## config.mk

```make
export PLATFORM = sky130hd
export DESIGN_NAME = cycle_controller
export DESIGN_NICKNAME = d
export VERILOG_FILES = /design/src/rtl/cycle_controller.sv
export SDC_FILE = /design/constraint.sdc
export NUM_CORES = 1
export LEC_CHECK = 0
export ABC_AREA = 1
export CELL_PAD_IN_SITES_DETAIL_PLACEMENT = 0
export CELL_PAD_IN_SITES_GLOBAL_PLACEMENT = 2
export CORE_MARGIN = 3
export CORE_UTILIZATION = 19
export CTS_CLUSTER_DIAMETER = 80
export DETAILED_ROUTE_END_ITERATION = 8
export GPL_ROUTABILITY_DRIVEN = 0
export PLACE_DENSITY_LB_ADDON = 0.1
export SKIP_LAST_GASP = 1
export SLEW_MARGIN = 0
export SYNTH_ARGS = -nofsm -noshare
export SYNTH_HDL_FRONTEND = slang
export SYNTH_SLANG_ARGS = --single-unit
```

## constraint.sdc

```tcl
create_clock -name clk -period 2.5 [get_ports clk]
set_input_delay 0.625 -clock clk [delete_from_list [all_inputs] [get_ports clk]]
set_output_delay 0.625 -clock clk [all_outputs]
set_load 0.01 [all_outputs]
```

## src/rtl/cycle_controller.sv

```systemverilog
// Instruction-cycle sequencer: fetch, decode and execute with memory-ready waits.
// Strobes are decoded from state; only mem_ready gates them combinationally.
//   state     | meaning
//   HALT      | idle, waiting for start
//   FETCH_AR  | T0: load AR from PC
//   FETCH_MEM | T1: read IR, wait for mem_ready
//   DECODE    | T2: latch opcode, choose HALT or EXEC
//   EXEC      | T3: execute, MEM_OP waits for mem_ready
module cycle_controller #(
  parameter int              OP_W   = 3,
  parameter logic [OP_W-1:0] HLT_OP = 3'b111,
  parameter logic [OP_W-1:0] MEM_OP = 3'b110
) (
  input  logic            clk,
  input  logic            rst,
  input  logic            start,
  input  logic [OP_W-1:0] opcode,
  input  logic            mem_ready,
  output logic [1:0]      t,
  output logic            ar_ld,
  output logic            mem_rd,
  output logic            ir_ld,
  output logic            pc_inc,
  output logic            exec_en,
  output logic            halted
);

  typedef enum logic [2:0] {
    HALT      = 3'd0,
    FETCH_AR  = 3'd1,
    FETCH_MEM = 3'd2,
    DECODE    = 3'd3,
    EXEC      = 3'd4
  } state_t;

  state_t          state_q, state_d;
  logic [OP_W-1:0] op_q, op_d;

  always_ff @(posedge clk) begin
    if (rst) begin
      state_q <= HALT;
      op_q    <= '0;
    end else begin
      state_q <= state_d;
      op_q    <= op_d;
    end
  end

  always_comb begin
    state_d = state_q;
    op_d    = op_q;
    t       = 2'd0;
    ar_ld   = 1'b0;
    mem_rd  = 1'b0;
    ir_ld   = 1'b0;
    pc_inc  = 1'b0;
    exec_en = 1'b0;
    halted  = 1'b0;
    case (state_q)
      HALT: begin
        halted = 1'b1;
        if (start) state_d = FETCH_AR;
      end
      FETCH_AR: begin
        t       = 2'd0;
        ar_ld   = 1'b1;
        state_d = FETCH_MEM;
      end
      FETCH_MEM: begin
        t      = 2'd1;
        mem_rd = 1'b1;
        if (mem_ready) begin
          ir_ld   = 1'b1;
          pc_inc  = 1'b1;
          state_d = DECODE;
        end
      end
      DECODE: begin
        t       = 2'd2;
        op_d    = opcode;
        state_d = (opcode == HLT_OP) ? HALT : EXEC;
      end
      EXEC: begin
        t = 2'd3;
        // Only the opcode latched in DECODE steers execution.
        if (op_q == MEM_OP) begin
          mem_rd = 1'b1;
          if (mem_ready) begin
            exec_en = 1'b1;
            state_d = FETCH_AR;
          end
        end else begin
          exec_en = 1'b1;
          state_d = FETCH_AR;
        end
      end
      default: state_d = HALT;
    endcase
  end

endmodule
```

* Word-level counts from Yosys, hierarchy flattened *
Index checks and enable logic that the tools add are counted.

operators by class
  add/subtract/negate cells = 0
  multiply operators = 0
  divide/modulo/power cells = 0
  $lt $le $gt $ge = 0
  eq/ne operators = 9
  shift-type cells = 0
  muxes and demuxes = 15
  bitwise operators = 0
  reductions and logical operators = 2

operators by type and width
  kind                                           number
  two-way mux 3 bit                              5
  case mux 3 bit (5 select lines)                1
  == test 3 bit, second input constant           3
  two-way mux 1 bit                              7
  == test 3 x 2 -> 1 bit, second input constant  2
  case mux 2 bit (3 select lines)                1
  inequality test 2 bit, second input constant   2
  == test 3 x 1 -> 1 bit, second input constant  1
  logical NOT 3 bit                              1
  inequality test 3 bit, second input constant   1
  AND reduction 3 bit                            1
  case mux 1 bit (2 select lines)                1

word-level totals
  register bits after elaboration = 6
  bits in latches = 0
  RAM bits = 0
  ROM bits = 0
  input bits = 7
  output and inout port bits = 8
  word-level logic and storage cells = 28
  memories = 0

* Depth between registers and ports, before layout *
Gate-level depths: netlist (run 1).

  depth after elaboration = 3
  depth in mapped cells = 6
  mapped depth without buffers = 6

* Worst setup path before layout (run 1) *
No wires, ideal clock.

  kind = input to output
  start point = input mem_ready
  end point = output pc_inc
  data arrival time = 1050 ps
  slack = 825 ps
  stages = 3
  path buffers = 1
  cells stage by stage = inv_1 -> nor2_1 -> buf_4

between the ends
  word-level cells in the longest chain between the ends = 2

RTL lines
  item                            RTL line  source
  start, declared                 18        input logic mem_ready,
  two-way mux 1 bit (2 in a row)  n/a
  end, declared                   23        output logic pc_inc,

Every way passes these cells.

* Worst setup path after layout (run 1) *
  start point = input mem_ready
  end point = output exec_en

between the ends
  word-level cells in the longest chain between the ends = 3

RTL lines
  item               RTL line  source
  two-way mux 1 bit  88        if (mem_ready) begin
  two-way mux 1 bit  86        if (op_q == MEM_OP) begin
  two-way mux 1 bit  59        case (state_q)
  end, declared      24        output logic exec_en,

Every way passes these cells.

==> out/qor.log, run 1 <==
qor: cts.cts-buffers-inserted 3
qor: drt.detail_route.drc_violations 0
qor: grt.first_pass_grt_wire_length 1220 um
qor: pwr.powerDensity 528 mW/mm^2
qor: grt.grt.overflow.total 0
qor: cells_and_area.post_route_cells_drive_above_1_share 11.8%
qor: floorplan.area_of_the_placeable_core 0.00156 mm^2
qor: timing.timing.final.max_slew_violations 0
qor: synthesis.synth-compound-area-share 13.2%
qor: setup_path.critPathRequiredTime 1.88 ns
qor: place.portBuffers 14
qor: cells_and_area.antenna_diode_count 0
qor: timing.post_route_clock_period_utilization 97.5%
qor: timing.finalClockSkew 0.00254 ns
qor: timing.grt_setup_unrepaired no
qor: setup_path.critical_path.endpoint_type output port
qor: timing.fmax 0.410 GHz
qor: floorplan.initial_utilization 20.7%
qor: floorplan.ioPinCount 15
qor: synthesis.synthXorXnorAreaFrac 0%
qor: synthesis.synth.ff_latch_count 6
qor: cts.postCtsSetupRepairBufs 0
qor: cells_and_area.number_of_nets_at_the_end_of_the_flow 77
qor: synthesis.synth_area_leaders sky130_fd_sc_hd__dfxtp_1 37%, sky130_fd_sc_hd__nand2_1 14%, sky130_fd_sc_hd__nand3_1 9.3%, sky130_fd_sc_hd__inv_1 8.1%, sky130_fd_sc_hd__nor2_1 8.1%
qor: timing.hold_viol 0
qor: cells_and_area.area_delta_synth_final 57.4%
qor: pwr.power.static_leakage 0.234 nW
qor: synthesis.synthesis.area_per_instance 6.33 um^2
qor: floorplan.die_width 47.2 um
qor: status.run_status complete, no violations
qor: setup_path.setup.worst_path.start_class primary input
qor: synthesis.mappedNetlistNets 58
qor: synthesis.synth_top_family_by_area simple AND/OR/NAND/NOR gates
qor: synthesis.synth.distinct_cells 13
qor: synthesis.synth_cells 51
qor: cts.cts.hold.buffers_added 0
qor: cts.cts_root_buffer sky130_fd_sc_hd__clkbuf_4
qor: drt.postRouteWirelength 793 um
qor: floorplan.std_cell_rows 14
qor: hold_path.timing.hold.worst.class reg -> reg
qor: timing.total_negative_setup_slacks 0 ns
qor: timing.maxSlewHeadroom 83.2%
qor: timing.finalCriticalPeriod 2.44 ns
qor: drt.detail_route.first_pass.iterations 2
qor: pwr.power 268 uW
qor: cts.htree_num_levels 1
qor: grt.globalRouteTotalUtil 8.08%
qor: synthesis.post-synth-top-area-cell sky130_fd_sc_hd__dfxtp_1
qor: drt.drt-initial-drc-count 7
qor: timing.worst_slew_pin_slew 0.251 ns
qor: drt.routed_wire_length_per_instance 9.44 um
qor: synthesis.synthesis.area 323 um^2
qor: place.detailedPlacementHpwl 657 um
qor: cts.tritoncts built
qor: floorplan.fp.dieArea 0.00223 mm^2
qor: synthesis.yosysWarnings 0
qor: synthesis.yosysSeqAreaShare 37.2%
qor: cts.clock_slew_seen_by_the_registers_of_the_worst_setup_and_hold_paths 0.04 ns
qor: pwr.peakVddDrop 0.199 mV
qor: grt.initial_antenna_violation_count 0
qor: synthesis.yosys.area_share.adder 0%
qor: synthesis.synth_mux_area_share 0%
qor: drt.route.vias.total 368
qor: floorplan.die_height 47.2 um
qor: timing.timing.final.setup_violations 0
qor: flow_run.timing.max_cap.violations 0
qor: cts.clock_latency_at_the_later_pin_of_the_worst_skew_pair 0.24 ns
qor: cts.clock_tree.buffer_depth 2
qor: setup_path.timing.critical_path.fanout_max 3
qor: grt.grt_pass1_vias 307
qor: grt.grt_max_degree 7
qor: setup_path.cp.arrival 1.81 ns
qor: cts.cts.sink_count 6
qor: setup_path.path_class in -> out
qor: drt.routed_via_density 4.38
qor: cells_and_area.fillerInstances 187
qor: drt.ant_nets 0
qor: cts.cts_resized 0
qor: synthesis.synth_largest_type_area_fraction 37.2%
qor: synthesis.synth-simple-area-share 36.8%
==> final cells by class <==
class	count	area [um^2]	area share, %
flip-flops and latches	6	120	23.6
clock buffers	3	22.5	4.43
well taps	16	20.0	3.94
multi-input cells	35	161	31.8
repair buffers	15	150	29.6
inverters	9	33.8	6.65
==> sequential cells by signal, summed over array words and instances, names as in the netlist <==
| name | flops |
|---|---|
| op_q | 3 |
| state_q | 3 |
==> report_power, final <==
part	switching (mW)	total [mW]	internal (mW)
registers	0.00552	0.108	0.102
logic	0.0340	0.0748	0.0408
clock network	0.0316	0.0857	0.0541
==> cells in the final DEF, fill, tap and decap left out <==
cell,count
sky130_fd_sc_hd__o21ai_1,1
sky130_fd_sc_hd__dfxtp_1,6
sky130_fd_sc_hd__nor2_1,7
sky130_fd_sc_hd__inv_2,2
sky130_fd_sc_hd__inv_1,7
sky130_fd_sc_hd__buf_4,1
sky130_fd_sc_hd__dlymetal6s2s_1,1
sky130_fd_sc_hd__or2_1,1
sky130_fd_sc_hd__clkbuf_4,3
sky130_fd_sc_hd__nor2_2,1
sky130_fd_sc_hd__nor3_1,1
sky130_fd_sc_hd__a211oi_2,1
sky130_fd_sc_hd__a21oi_1,5
sky130_fd_sc_hd__clkdlybuf4s50_1,13
sky130_fd_sc_hd__nand2_1,12
sky130_fd_sc_hd__nand3_1,6
==> critical path: stages <==
cell,delay (ns)
sky130_fd_sc_hd__clkdlybuf4s50_1,0.45
sky130_fd_sc_hd__inv_1,0.06
sky130_fd_sc_hd__a21oi_1,0.13
sky130_fd_sc_hd__clkdlybuf4s50_1,0.54
==> kinds of logic (layout without fill, tap and decap cells) <==
logic type / Yosys count / after routing
flip-flops: 6 / 6
AND/OR/NAND/NOR: 28 / 28
AO/OA/AOI/OAI: 7 / 7
buffers and inverters: 10 / 27
==> synth_stat cells, drive strengths merged <==
cell type	count
nand2	12
nand3	6
a211oi	1
dfxtp	6
or2	1
a21oi	5
nor2	8
inv	9
nor3	1
buf	1
o21ai	1
==> per-layer routing <==
layer	part of all wire, %	wire length (um)	global-route usage (%)
met1	47	373	9.91
met2	42	337	11.5
met3	8.4	67	2.30
met4	1.8	14	6.63
met5	0	0	0
==> stage by stage <==
stage | hold WS, ns | setup WS, ns | util [%] | cells | cell area [um^2]
3_3_place_gp | 0.460 | 0.0473 | 31.0 | 81 | 483
5_1_grt | 0.493 | 0.0121 | 32.6 | 84 | 508
3_5_place_dp | 0.463 | 0.0531 | 31.0 | 81 | 483
2_1_floorplan | 0.434 | 0.825 | - | 51 | 323
4_1_cts | 0.469 | 0.0433 | 32.4 | 84 | 505
6_report | 0.465 | 0.0630 | 32.6 | 84 | 508
==> worst paths after layout <==
path | startpoint | endpoint | slack, ns | depth (start not counted)
max | mem_ready | exec_en | 0.06 | 4
min | op_q[2] | op_q[2] | 0.46 | 2
max reg2reg | state_q[2] | state_q[0] | 1.46 | 5
min reg2reg | op_q[2] | op_q[2] | 0.46 | 2
Power figures use the tool's default switching activity.
==> run 2: changes to the inputs <==
- CORE_MARGIN: 3 -> default
==> run 2 against run 1 <==
Routed wire length down 2.8%. Critical path depth up 1. Die area down 16%. Count of clock-buffer cells in the layout unchanged. Sequential share of layout area down 0.23 points. Design area up 0.99%. Via count down 4.3%. Power about the same. Worst setup slack better by 0.11 ns. Critical path type is now reg -> out. Highest routed layer is now met3.
==> out/qor.log, run 2 (same netlist as run 1, synthesis figures left out) <==
qor: cts.tritoncts built
qor: cells_and_area.mostFrequentLayoutCells 12 x sky130_fd_sc_hd__nand2_1, 11 x sky130_fd_sc_hd__clkdlybuf4s50_1, 7 x sky130_fd_sc_hd__inv_1, 7 x sky130_fd_sc_hd__nor2_1
qor: timing.timing.final.setup_violations 0 [unchanged]
qor: cells_and_area.number_of_nets_at_the_end_of_the_flow 77 [unchanged]
qor: cts.clock_latency_at_the_later_pin_of_the_worst_skew_pair 0.24 ns [about the same]
qor: cts.clock_slew_seen_by_the_registers_of_the_worst_setup_and_hold_paths 0.04 ns [about the same]
qor: cells_and_area.layout.cells.most_common sky130_fd_sc_hd__nand2_1
qor: drt.routed_wire_length_per_instance 9.18 um [-2.8%]
qor: grt.grt_max_degree 7 [unchanged]
qor: timing.worst_slew_pin_slew 0.243 ns [-0.00851 ns]
qor: cells_and_area.layout.core_utilization 33.3% [+0.69 points]
qor: setup_path.critPathRequiredTime 1.88 ns [about the same]
qor: pwr.powerDensity 522 mW/mm^2 [-1.1%]
qor: grt.globalRouteTotalUtil 9.27% [+1.2 points]
qor: setup_path.crit_path_cell_trace or2_1, nor2_1, inv_1, o21ai_1, clkdlybuf4s50_1
qor: timing.finalClockSkew 0.000462 ns [-0.00208 ns]
qor: pwr.power.static_leakage 0.271 nW [+15%]
qor: status.run_status complete, no violations
qor: cts.clock_tree.buffer_depth 2 [unchanged]
qor: timing.total_negative_setup_slacks 0 ns [unchanged]
qor: cts.htree_num_levels 1 [unchanged]
qor: grt.initial_antenna_violation_count 0 [unchanged]
qor: floorplan.initial_utilization 20.9% [+0.24 points]
qor: timing.maxSlewHeadroom 83.8% [+0.57 points]
qor: cts.cts-buffers-inserted 3 [unchanged]
qor: cells_and_area.fin_area 513 um^2 [+0.99%]
qor: setup_path.cp.arrival 1.70 ns [-0.11 ns]
qor: cells_and_area.fillerInstances 180 [-3.7%]
qor: setup_path.startpoint state_q[1]
qor: drt.drt-initial-drc-count 3 [-4]
qor: cells_and_area.area_delta_synth_final 58.9%
qor: floorplan.fp.dieArea 0.00187 mm^2 [-16%]
qor: setup_path.r2r_setup_slack 1.45 ns [about the same]
qor: setup_path.reg2reg_from state_q[1]
qor: floorplan.die_width 43.2 um [-8.5%]
qor: cells_and_area.antenna_diode_count 0 [unchanged]
qor: setup_path.critical_path.slowest_cell sky130_fd_sc_hd__clkdlybuf4s50_1
qor: setup_path.critical_path.endpoint mem_rd
qor: timing.fmax 0.429 GHz [+4.6%]
qor: timing.grt_setup_unrepaired no
qor: drt.postRouteWirelength 771 um [-2.8%]
qor: drt.detail_route.drc_violations 0 [unchanged]
qor: flow_run.timing.max_cap.violations 0 [unchanged]
qor: cts.cts_root_buffer sky130_fd_sc_hd__clkbuf_4
qor: timing.timing.final.max_slew_violations 0 [unchanged]
qor: setup_path.r2r_cells 5 [unchanged]
qor: cts.cts.hold.buffers_added 0 [unchanged]
qor: grt.grt.overflow.total 0 [unchanged]
qor: setup_path.setup.worst_path.start_class flip-flop
qor: floorplan.std_cell_rows 14 [unchanged]
qor: cells_and_area.final_cells 84 [unchanged]
qor: cells_and_area.largest_regs op_q x3, state_q x3
qor: drt.ant_nets 0 [unchanged]
qor: pwr.peakVddDrop 0.250 mV [+25%]
qor: place.portBuffers 14 [unchanged]
qor: place.post-place-cells 81 [unchanged]
qor: drt.detail_route.first_pass.iterations 2 [unchanged]
qor: setup_path.critical_path.endpoint_type output port
qor: grt.first_pass_grt_wire_length 1250 um [+2.2%]
qor: pwr.power 268 uW [about the same]
qor: setup_path.timing.critical_path.fanout_max 6 [+3]
qor: setup_path.cpPeakStageDelay 0.55 ns [about the same]
qor: place.placed_cell_area 483 um^2 [unchanged]
qor: timing.finalCriticalPeriod 2.33 ns [-0.108 ns]
qor: setup_path.path_class reg -> out
qor: cts.cts.sink_count 6 [unchanged]
qor: floorplan.area_of_the_placeable_core 0.00154 mm^2 [-1.1%]
qor: grt.grt_pass1_vias 307 [unchanged]
qor: place.detailedPlacementHpwl 635 um [-3.4%]
qor: timing.hold_viol 0 [unchanged]
qor: drt.route.vias.total 352 [-4.3%]
qor: hold_path.timing.hold.worst.class reg -> reg
qor: drt.routed_via_density 4.19 [-4.3%]
qor: floorplan.die_height 43.2 um [-8.5%]
qor: timing.post_route_clock_period_utilization 93.2% [-4.3 points]
qor: floorplan.ioPinCount 15 [unchanged]
qor: setup_path.r2r-end state_q[0]
qor: cells_and_area.post_route_cells_drive_above_1_share 11.8% [unchanged]
[run 2: per-layer routing]
layer	share of wire [%]	track usage (%)
met3	7.7	2.55
met2	42	11.9
met1	50	12.6
met4	0	7.27
met5	0	0
[run 2: area by class of cell]
class / count / area (um^2) / share of cell area [%]
inverters: 9 / 33.8 / 6.59
well taps: 16 / 20.0 / 3.90
repair buffers: 15 / 155 / 30.2
clock buffers: 3 / 22.5 / 4.39
multi-input cells: 35 / 161 / 31.5
flip-flops and latches: 6 / 120 / 23.4
[run 2: what timing repair did]
action,CTS,global route
resized for setup,0,3
setup endpoints to repair,0,3
setup buffers,0,0
[run 2: critical path, delay by kind of cell (launching register included)]
family                 cells  cell delay, ns
AOI/OAI and AO/OA          1            0.11
DFF                        1            0.34
buffers and inverters      2            0.64
and+or+nand+nor            2            0.38
[run 2: worst min-delay path by stage]
stage	startpoint	slack, ns	depth (start not counted)	to
after global routing	op_q[0]	0.50	2	op_q[0]
after floorplan	op_q[2]	0.43	2	op_q[2]
after global placement	op_q[2]	0.46	2	op_q[2]
after CTS	op_q[2]	0.47	2	op_q[2]
final	op_q[2]	0.46	2	op_q[2]
after detailed placement	op_q[2]	0.46	2	op_q[2]
[run 2: where the power goes]
| part | total, mW | switching (mW) | internal, mW |
|---|---|---|---|
| logic | 0.0748 | 0.0344 | 0.0404 |
| registers | 0.108 | 0.00532 | 0.102 |
| clock network | 0.0855 | 0.0314 | 0.0541 |
| total | 0.268 | 0.0712 | 0.197 |
[run 2: stage by stage]
| step | setup WS [ns] | hold WS, ns |
|---|---|---|
| 3_5_place_dp | 0.0483 | 0.461 |
| 2_1_floorplan | 0.825 | 0.434 |
| 6_report | 0.171 | 0.464 |
| 5_1_grt | 0.0240 | 0.503 |
| 3_3_place_gp | 0.0473 | 0.460 |
| 4_1_cts | 0.0385 | 0.469 |
